===== src/rtl/sisc_pkg.sv =====
// sisc_pkg: shared opcodes, IR field positions and fetch FSM encodings
package sisc_pkg;
  localparam int OP_MSB  = 31;
  localparam int OP_LSB  = 28;
  localparam int MM_MSB  = 27;
  localparam int MM_LSB  = 24;
  localparam int IMM_MSB = 15;
  localparam int IMM_LSB = 0;

  typedef enum logic [3:0] {
    OP_NOOP = 4'd0,
    OP_LD   = 4'd1,
    OP_ST   = 4'd2,
    OP_ADD  = 4'd3,
    OP_SUB  = 4'd4,
    OP_AND  = 4'd5,
    OP_OR   = 4'd6,
    OP_XOR  = 4'd7,
    OP_NOT  = 4'd8,
    OP_SHL  = 4'd9,
    OP_SHR  = 4'd10,
    OP_ROT  = 4'd11,
    OP_BRA  = 4'd12,
    OP_CMP  = 4'd13,
    OP_JMP  = 4'd14,
    OP_HLT  = 4'd15
  } opcode_e;

  typedef enum logic [1:0] {
    ST_IDLE = 2'd0,
    ST_REQ  = 2'd1,
    ST_DONE = 2'd2
  } fetch_state_e;

  typedef enum logic [1:0] {
    PC_INC = 2'd0,
    PC_REL = 2'd1,
    PC_ABS = 2'd2
  } pc_sel_e;
endpackage


===== src/rtl/sisc_pc_next.sv =====
// sisc_pc_next: next-PC selection between increment, relative and absolute targets
module sisc_pc_next import sisc_pkg::*; #(
  parameter int AW = 16
) (
  input  logic [AW-1:0] pc_i,
  input  logic [15:0]   imm_i,
  input  logic [AW-1:0] abs_i,
  input  pc_sel_e       sel_i,
  output logic [AW-1:0] pc_o
);
  logic [AW-1:0] off;
  assign off  = AW'($signed(imm_i));
  assign pc_o = sel_i == PC_ABS ? abs_i : pc_i + (sel_i == PC_REL ? off : AW'(1));
endmodule


===== src/rtl/sisc_fetch_unit.sv =====
// sisc_fetch_unit: PC, IR and status ownership with a req/ack instruction fetch FSM
module sisc_fetch_unit import sisc_pkg::*; #(
  parameter int AW = 16,
  parameter int DW = 32
) (
  input  logic          clk,
  input  logic          rst,
  input  logic          fetch_start,
  input  logic          pc_write,
  input  logic          br_sel,
  input  logic          stat_en,
  input  logic [3:0]    alu_stat,
  output logic          imem_req,
  output logic [AW-1:0] imem_addr,
  input  logic          imem_ack,
  input  logic [DW-1:0] imem_data,
  output logic [DW-1:0] ir,
  output logic [3:0]    opcode,
  output logic [3:0]    mm,
  output logic [3:0]    stat,
  output logic [AW-1:0] pc,
  output logic          ir_valid,
  output logic          busy
);
  fetch_state_e  state_q, state_d;
  logic [AW-1:0] pc_q, pc_d;
  logic [DW-1:0] ir_q;
  logic [3:0]    stat_q;
  logic          fetch_hit, branch;
  pc_sel_e       pc_sel;

  // fetch FSM state register
  always_ff @(posedge clk)
    state_q <= rst ? ST_IDLE : state_d;

  // fetch FSM next state: only IDLE accepts a start, only REQ accepts an ack
  always_comb begin
    state_d = state_q == ST_IDLE ? (fetch_start ? ST_REQ : ST_IDLE) :
              state_q == ST_REQ  ? (imem_ack ? ST_DONE : ST_REQ) : ST_IDLE;
  end

  // fetch FSM outputs and the load conditions derived from the state
  always_comb begin
    imem_req  = state_q == ST_REQ;
    ir_valid  = state_q == ST_DONE;
    busy      = state_q != ST_IDLE;
    fetch_hit = imem_req && imem_ack;
    branch    = state_q == ST_IDLE && pc_write;
    pc_sel    = fetch_hit ? PC_INC : br_sel ? PC_ABS : PC_REL;
  end

  sisc_pc_next #(.AW(AW)) u_pc_next (
    .pc_i  (pc_q),
    .imm_i (ir_q[IMM_MSB:IMM_LSB]),
    .abs_i (ir_q[AW-1:0]),
    .sel_i (pc_sel),
    .pc_o  (pc_d)
  );

  // architectural registers; stat tracks the ALU whenever strobed, regardless of fetch state
  always_ff @(posedge clk)
    if (rst) begin
      pc_q   <= '0;
      ir_q   <= '0;
      stat_q <= '0;
    end else begin
      if (fetch_hit || branch) pc_q <= pc_d;
      if (fetch_hit) ir_q <= imem_data;
      if (stat_en) stat_q <= alu_stat;
    end

  assign imem_addr = pc_q;
  assign pc        = pc_q;
  assign ir        = ir_q;
  assign stat      = stat_q;
  assign opcode    = ir_q[OP_MSB:OP_LSB];
  assign mm        = ir_q[MM_MSB:MM_LSB];
endmodule

===== config.mk =====
export PLATFORM = sky130hd
export DESIGN_NAME = sisc_fetch_unit
export DESIGN_NICKNAME = d
export VERILOG_FILES = /design/src/rtl/sisc_pkg.sv /design/src/rtl/sisc_pc_next.sv /design/src/rtl/sisc_fetch_unit.sv
export SDC_FILE = /design/constraint.sdc
export NUM_CORES = 1
export LEC_CHECK = 0
export ABC_CLOCK_PERIOD_IN_PS = 3400
export CORE_UTILIZATION = 43
export CTS_CLUSTER_SIZE = 10
export DETAILED_ROUTE_END_ITERATION = 16
export DONT_BUFFER_PORTS = 1
export SLEW_MARGIN = 15
export SYNTH_ARGS = -nofsm -noshare
export SYNTH_HDL_FRONTEND = slang
export SYNTH_SLANG_ARGS = --single-unit

===== constraint.sdc =====
create_clock -name clk -period 3.4 [get_ports clk]
set_clock_uncertainty 0.15 [all_clocks]
set_input_delay 0.68 -clock clk [delete_from_list [all_inputs] [get_ports clk]]
set_output_delay 0.68 -clock clk [all_outputs]
set_load 0.05 [all_outputs]

==> results of run 1 <==
-- cells in the final DEF, fill, tap and decap left out, types with 2 or more instances in the layout --
master,Yosys,layout
nand2_1,85,85
dfxtp_1,54,54
a21oi_1,43,43
buf_4,26,39
nor2_1,19,19
ha_1,15,15
and2_1,14,14
nand3_1,12,12
xnor2_1,9,9
o22ai_1,8,8
a311oi_1,7,7
mux2i_1,6,6
clkbuf_8,0,6
inv_1,4,4
o21ai_0,4,4
a211oi_1,4,4
or3_1,3,3
a22oi_1,3,3
o31ai_1,3,3
xor2_1,3,3
nor2b_1,2,2
o21ai_1,2,2
a21oi_2,2,2
a221oi_1,2,2
nand2b_1,2,2
a211oi_2,2,2
o21bai_1,2,2
o211ai_1,2,2
-- worst max path at each step --
stage,from,cells after the start,end,slack (ns)
4_1_cts,state_q[0],10,imem_addr[12],0.45
6_report,state_q[0],10,imem_addr[12],0.47
2_1_floorplan,imem_ack,11,imem_addr[12],0.22
3_3_place_gp,imem_ack,10,imem_addr[12],0.23
5_1_grt,state_q[0],11,imem_addr[10],0.24
3_5_place_dp,imem_ack,10,imem_addr[12],0.21
-- cells by family after synthesis --
family          after synthesis  synth area share [%]
flops                        54                  35.0
buf+inv                      49                  9.55
fa+ha+maj                    16                  6.72
simple gates                150                  22.8
mux                           7                  2.31
xor+xnor                     12                  3.40
compound gates               94                  20.3
-- critical path, stage by stage (launching register included) --
cell	delay (ns)
dfxtp_1	0.41
and3b_1	0.26
or3_1	0.32
ha_1	0.21
fa_1	0.41
a21oi_1	0.22
o21ai_1	0.12
o21ai_2	0.15
o31ai_1	0.09
mux2_1	0.32
a211oi_2	0.20
-- through the flow --
stage          worst slack (ns)  area (um2)  std cells
5_1_grt                   0.239        3340        479
4_1_cts                   0.449        3340        479
2_1_floorplan             0.221        3090        382
6_report                  0.468        3340        479
3_5_place_dp              0.210        3220        472
3_3_place_gp              0.233        3220        472
-- flip-flops by register name, indices dropped and copies added, names as in the netlist --
register and count:
ir 32, imem_addr 16, stat 4, state_q 2
-- power by group through the flow --
stage | clock network [mW] | logic, mW | registers, mW
5_1_grt | 0.485 | 0.409 | 0.742
6_report | 0.457 | 0.381 | 0.737
2_1_floorplan | 0 | 0.269 | 0.822
3_5_place_dp | 0 | 0.382 | 0.752
3_3_place_gp | 0 | 0.378 | 0.751
4_1_cts | 0.462 | 0.382 | 0.738
-- metal layers --
metal / GRT usage, % / wire length (um) / part of all wire (%)
met2: 36.1 / 3550 / 47
met5: 0 / 0 / 0
met4: 5.15 / 50 / 0.67
met3: 6.10 / 671 / 8.9
met1: 25.3 / 3240 / 43
-- final cells by class --
| cell class | count | area (um2) | area share [%] |
|---|---|---|---|
| Timing Repair Buffer | 39 | 293 | 8.77 |
| Tap cell | 96 | 120 | 3.60 |
| Clock buffer | 6 | 82.6 | 2.47 |
| Multi-Input combinational cell | 279 | 1720 | 51.4 |
| Sequential cell | 54 | 1080 | 32.4 |
| Clock inverter | 1 | 30.0 | 0.900 |
| Inverter | 4 | 15.0 | 0.450 |
==> summary.md, run 1 <==
| Metric | Value |
|---|---|
| GRT Total Usage | `20.9%` |
| Pin count of the biggest net entering global routing | `56` |
| DRT iter0 DRCs | `93` |
| Hold_ws | `0.275 ns` |
| Clock share of power | `29.0%` |
| Vias in the first global route | `2585` |
| Fin. Hold Viols | `0` |
| Final Cycle Share | `86.2%` |
| CTS Buf Count | `5` |
| Min-Delay Path Depth | `1` |
| Yosys top cell area share | `35.0%` |
| Critical Path End Type | `flop` |
| Synth async-reset ratio | `0%` |
| Longest Clk Path Bufs | `2` |
| Post-synth top cells | `nand2_1, dfxtp_1, a21oi_1, buf_4, nor2_1` |
| Most common cell in the netlist | `nand2_1` |
| FMAX | `341 MHz` |
| Layout Utilization | `48.6%` |
| Overall power | `1.58 mW` |
| Max_slew headroom | `31.0%` |
| Initial Util | `45.0%` |
| R2r worst-path depth | `10` |
| Share of cells above drive strength 1 | `15.9%` |
| Worst-path maximum fanout | `8` |
| Max-slew violations | `0` |
| Mapped Cells | `382` |
| Final setup TNS | `0 ns` |
| Critical Path AT | `3.03 ns` |
| Netlist cell types | `56` |
| Via count | `2608` |
| Final Setup Violations | `0` |
| Worst r2r src | `state_q[0]` |
| Minimum clock period | `2.93 ns` |
| Leading area contributor after synthesis | `dfxtp_1` |
| Chip Width | `86.8 um` |
| DRC viols | `0` |
| Syn Nets | `441` |
| Grt ovf | `0` |
| Max_cap viols | `0` |
| Post-route ant nets | `0` |
| Number of diodes | `0` |
| Worst skew pair latency | `0.30 ns` |
| Unrepaired setup endpoints after global routing | `no` |
| Post-CTS Setup Bufs | `0` |
| Fin nets | `442` |
| Synth Register Bits | `54` |
| Worst Hold Path EP | `ir[1]` |
| PortBufs | `0` |
| Die Y | `86.8 um` |
| Worst vdd ir | `0.227 mV` |
| Total I/O pin count | `122` |
| Drt pass-1 iters | `4` |
| Min-delay src | `rst` |
| Post-synth EDFFs | `0` |
| Area grow syn2layout | `7.93%` |
| Worst hold path class | `in2reg` |
| FF-to-FF setup slack | `0.47 ns` |
| Via density per instance | `5.44` |
| Req. time, crit path | `3.50 ns` |
| Combinational share of power | `24.2%` |
| Detail Placement HPWL | `5450 um` |
| Routed WL | `7520 um` |
| DIE AREA | `7530 um2` |
| Synth Flop Type | `dfxtp_1` |
| Avg Cell Area, Syn | `8.09 um2` |
| Initial antenna violation count | `0` |
| Cts repair resizes | `0` |
| NetSw | `0.566 mW` |
| Worst-path clk slew | `0.10 ns` |
| Reg2reg end | `imem_addr[12]` |
| Setup CP Type | `reg2reg` |
| Fillers | `692` |
| Core area | `6870 um2` |
| Cell row count | `30` |
| H-Tree Level Count | `2` |
| First-pass GRT wire length | `12300 um` |
| Wire length per cell | `15.7 um` |
| CTS tree | `yes` |
| Mapped cell area | `3090 um2` |
| Power Density | `472 nW/um2` |
| Startpoint types | `flop` |
| Syn. warnings | `0` |
| Switch share | `35.9%` |
| GPL Wtd Cong | `0.869` |
| Num Clock Sinks | `54` |
| Slew @ Worst Pin | `1.03 ns` |
| Hold_buf cts | `0` |
| Status | `completed` |
| Sequential Power Share | `46.8%` |
| Area contributors post-synth | `dfxtp_1, nand2_1, a21oi_1, buf_4, ha_1` |
| Leak | `1.34 nW` |
| P_int | `1.01 mW` |
| Sequential area share after synthesis | `35.0%` |
| Clk root buf | `clkbuf_8` |
No activity file was read; power rests on OpenSTA's default activity.
==> run 2: changes to the inputs <==
Settings changed: CORE_UTILIZATION 43 to 60, PLACE_DENSITY set to 0.76.
==> summary.md, run 2 (same netlist as run 1, synthesis figures left out) <==
| Metric | Value |
|---|---|
| Status | `completed` |
| Post-CTS Setup Bufs | `0 (unchanged)` |
| Via density per instance | `5.89 (+8.2%)` |
| Area grow syn2layout | `5.10%` |
| Clk root buf | `clkbuf_8` |
| Cell row count | `25 (-17%)` |
| Startpoint types | `flop` |
| Wire length per cell | `15.7 um (+0.31%)` |
| DIE AREA | `5440 um2 (-28%)` |
| Vias in the first global route | `2437 (-5.7%)` |
| Worst-path clk slew | `0.10 ns (about the same)` |
| Critical Path End Type | `flop` |
| Leak | `1.31 nW (-2.6%)` |
| CTS tree | `yes` |
| Req. time, crit path | `3.49 ns (about the same)` |
| Longest Clk Path Bufs | `2 (unchanged)` |
| Share of cells above drive strength 1 | `14.3% (-1.6 points)` |
| Detail Placement HPWL | `5030 um (-7.6%)` |
| Min-delay src | `rst` |
| Critical Path AT | `3.20 ns (+0.17 ns)` |
| First-pass GRT wire length | `11100 um (-10%)` |
| Initial antenna violation count | `0 (unchanged)` |
| Buf/Inv on CP | `0 (unchanged)` |
| Chip Width | `73.8 um (-15%)` |
| FMAX | `321 MHz (-5.8%)` |
| Slew @ Worst Pin | `1.03 ns (+0.000460 ns)` |
| Initial Util | `63.8% (+19 points)` |
| Minimum clock period | `3.11 ns (+0.182 ns)` |
| Critical Path Source | `state_q[1]` |
| Multi-input logic area | `1720 um2 (unchanged)` |
| Final Cycle Share | `91.6% (+5.3 points)` |
| Max-slew violations | `0 (unchanged)` |
| Max_slew headroom | `31.0% (about the same)` |
| Setup CP Type | `reg2reg` |
| H-Tree Level Count | `2 (unchanged)` |
| Die Y | `73.8 um (-15%)` |
| Slowest stage cell on the critical path | `dfxtp_1` |
| Grt ovf | `0 (unchanged)` |
| Max_cap viols | `0 (unchanged)` |
| Power Density | `473 nW/um2 (about the same)` |
| Register area | `1080 um2 (unchanged)` |
| Core area | `4850 um2 (-29%)` |
| Worst hold path class | `in2reg` |
| CP Cell Sequence | `and3b_1, or3_1, ha_1, fa_1, a21oi_1, o21ai_1, o21ai_2, o31ai_1, mux2_1, a211oi_2` |
| Total I/O pin count | `122 (unchanged)` |
| Worst-path maximum fanout | `8 (unchanged)` |
| Via count | `2621 (+0.50%)` |
| Largest stage delay, worst path | `0.49 ns (+0.08 ns)` |
| Routed WL | `7010 um (-6.8%)` |
| Fin nets | `436 (-1.4%)` |
| Number of diodes | `0 (unchanged)` |
| Cts repair resizes | `0 (unchanged)` |
| Post-route ant nets | `0 (unchanged)` |
| Fillers | `420 (-39%)` |
| DRC viols | `0 (unchanged)` |
| Worst vdd ir | `0.294 mV (+29%)` |
| PortBufs | `0 (unchanged)` |
| Pin count of the biggest net entering global routing | `56 (unchanged)` |
| Drt pass-1 iters | `4 (unchanged)` |
| Final Setup Violations | `0 (unchanged)` |
| Fin. Hold Viols | `0 (unchanged)` |
| Most frequent cells in the layout | `nand2_1, dfxtp_1, a21oi_1` |
| GRT Total Usage | `26.3% (+5.4 points)` |
| Unrepaired setup endpoints after global routing | `no` |
| Top delay family on crit path | `compound AO/OA/AOI/OAI gates` |
| Commonest non-fill, non-tap cell in the layout | `nand2_1` |
| Final setup TNS | `0 ns (unchanged)` |
| GPL Wtd Cong | `0.913 (+5.0%)` |
| Hold_buf cts | `0 (unchanged)` |
| CTS Buf Count | `5 (unchanged)` |
| Worst skew pair latency | `0.30 ns (about the same)` |
| DRT iter0 DRCs | `144 (+55%)` |
| Worst r2r src | `state_q[1]` |
| Max reg flops | `32 (unchanged)` |
| Num Clock Sinks | `54 (unchanged)` |
| Layout Utilization | `67.0% (+18 points)` |
| Hold_ws | `0.278 ns (+0.00313 ns)` |
## run 2: cell count changes in the layout (fill, tap and decap cells not counted), sizes merged
cell / before / now
buf: 39 / 33
clkbuf: 6 / 7
## run 2: power breakdown
part | leakage [nW] | internal [mW] | switching, mW
clock network | 0.0524 | 0.221 | 0.204
logic | 0.813 | 0.102 | 0.272
registers | 0.441 | 0.666 | 0.0699
## run 2: final cells by class
class	instances	share of cell area [%]
Clock buffer	7	2.35
Clock inverter	1	0.924
Inverter	4	0.462
Multi-Input combinational cell	279	52.8
Sequential cell	54	33.3
Tap cell	67	2.58
Timing Repair Buffer	33	7.62
## run 2: per-layer routing
| metal | vias up | global-route usage, % | wire length (um) |
|---|---|---|---|
| li1 | 1283 | - | - |
| met1 | 1229 | 31.9 | 3050 |
| met2 | 103 | 45.5 | 3350 |
| met3 | 6 | 7.54 | 551 |
| met4 | 0 | 6.62 | 58 |
| met5 | - | 0 | 0 |
## run 2: stage by stage
stage	cell area (um2)	setup slack, ns	total power, mW	std cells
after CTS	3250	0.294	1.54	445
final	3250	0.287	1.54	445
after detailed placement	3140	0.161	1.12	437
after global placement	3140	0.210	1.12	437
after global routing	3250	0.121	1.60	445
after floorplan	3090	0.221	1.09	382
## run 2: worst paths after layout
| path | slack, ns | to | cells past startpoint |
|---|---|---|---|
| hold / removal | 0.28 | imem_addr[12] | 1 |
| hold reg to reg | 0.48 | state_q[0] | 1 |
| setup / recovery | 0.29 | imem_addr[12] | 10 |
| setup reg to reg | 0.29 | imem_addr[12] | 10 |
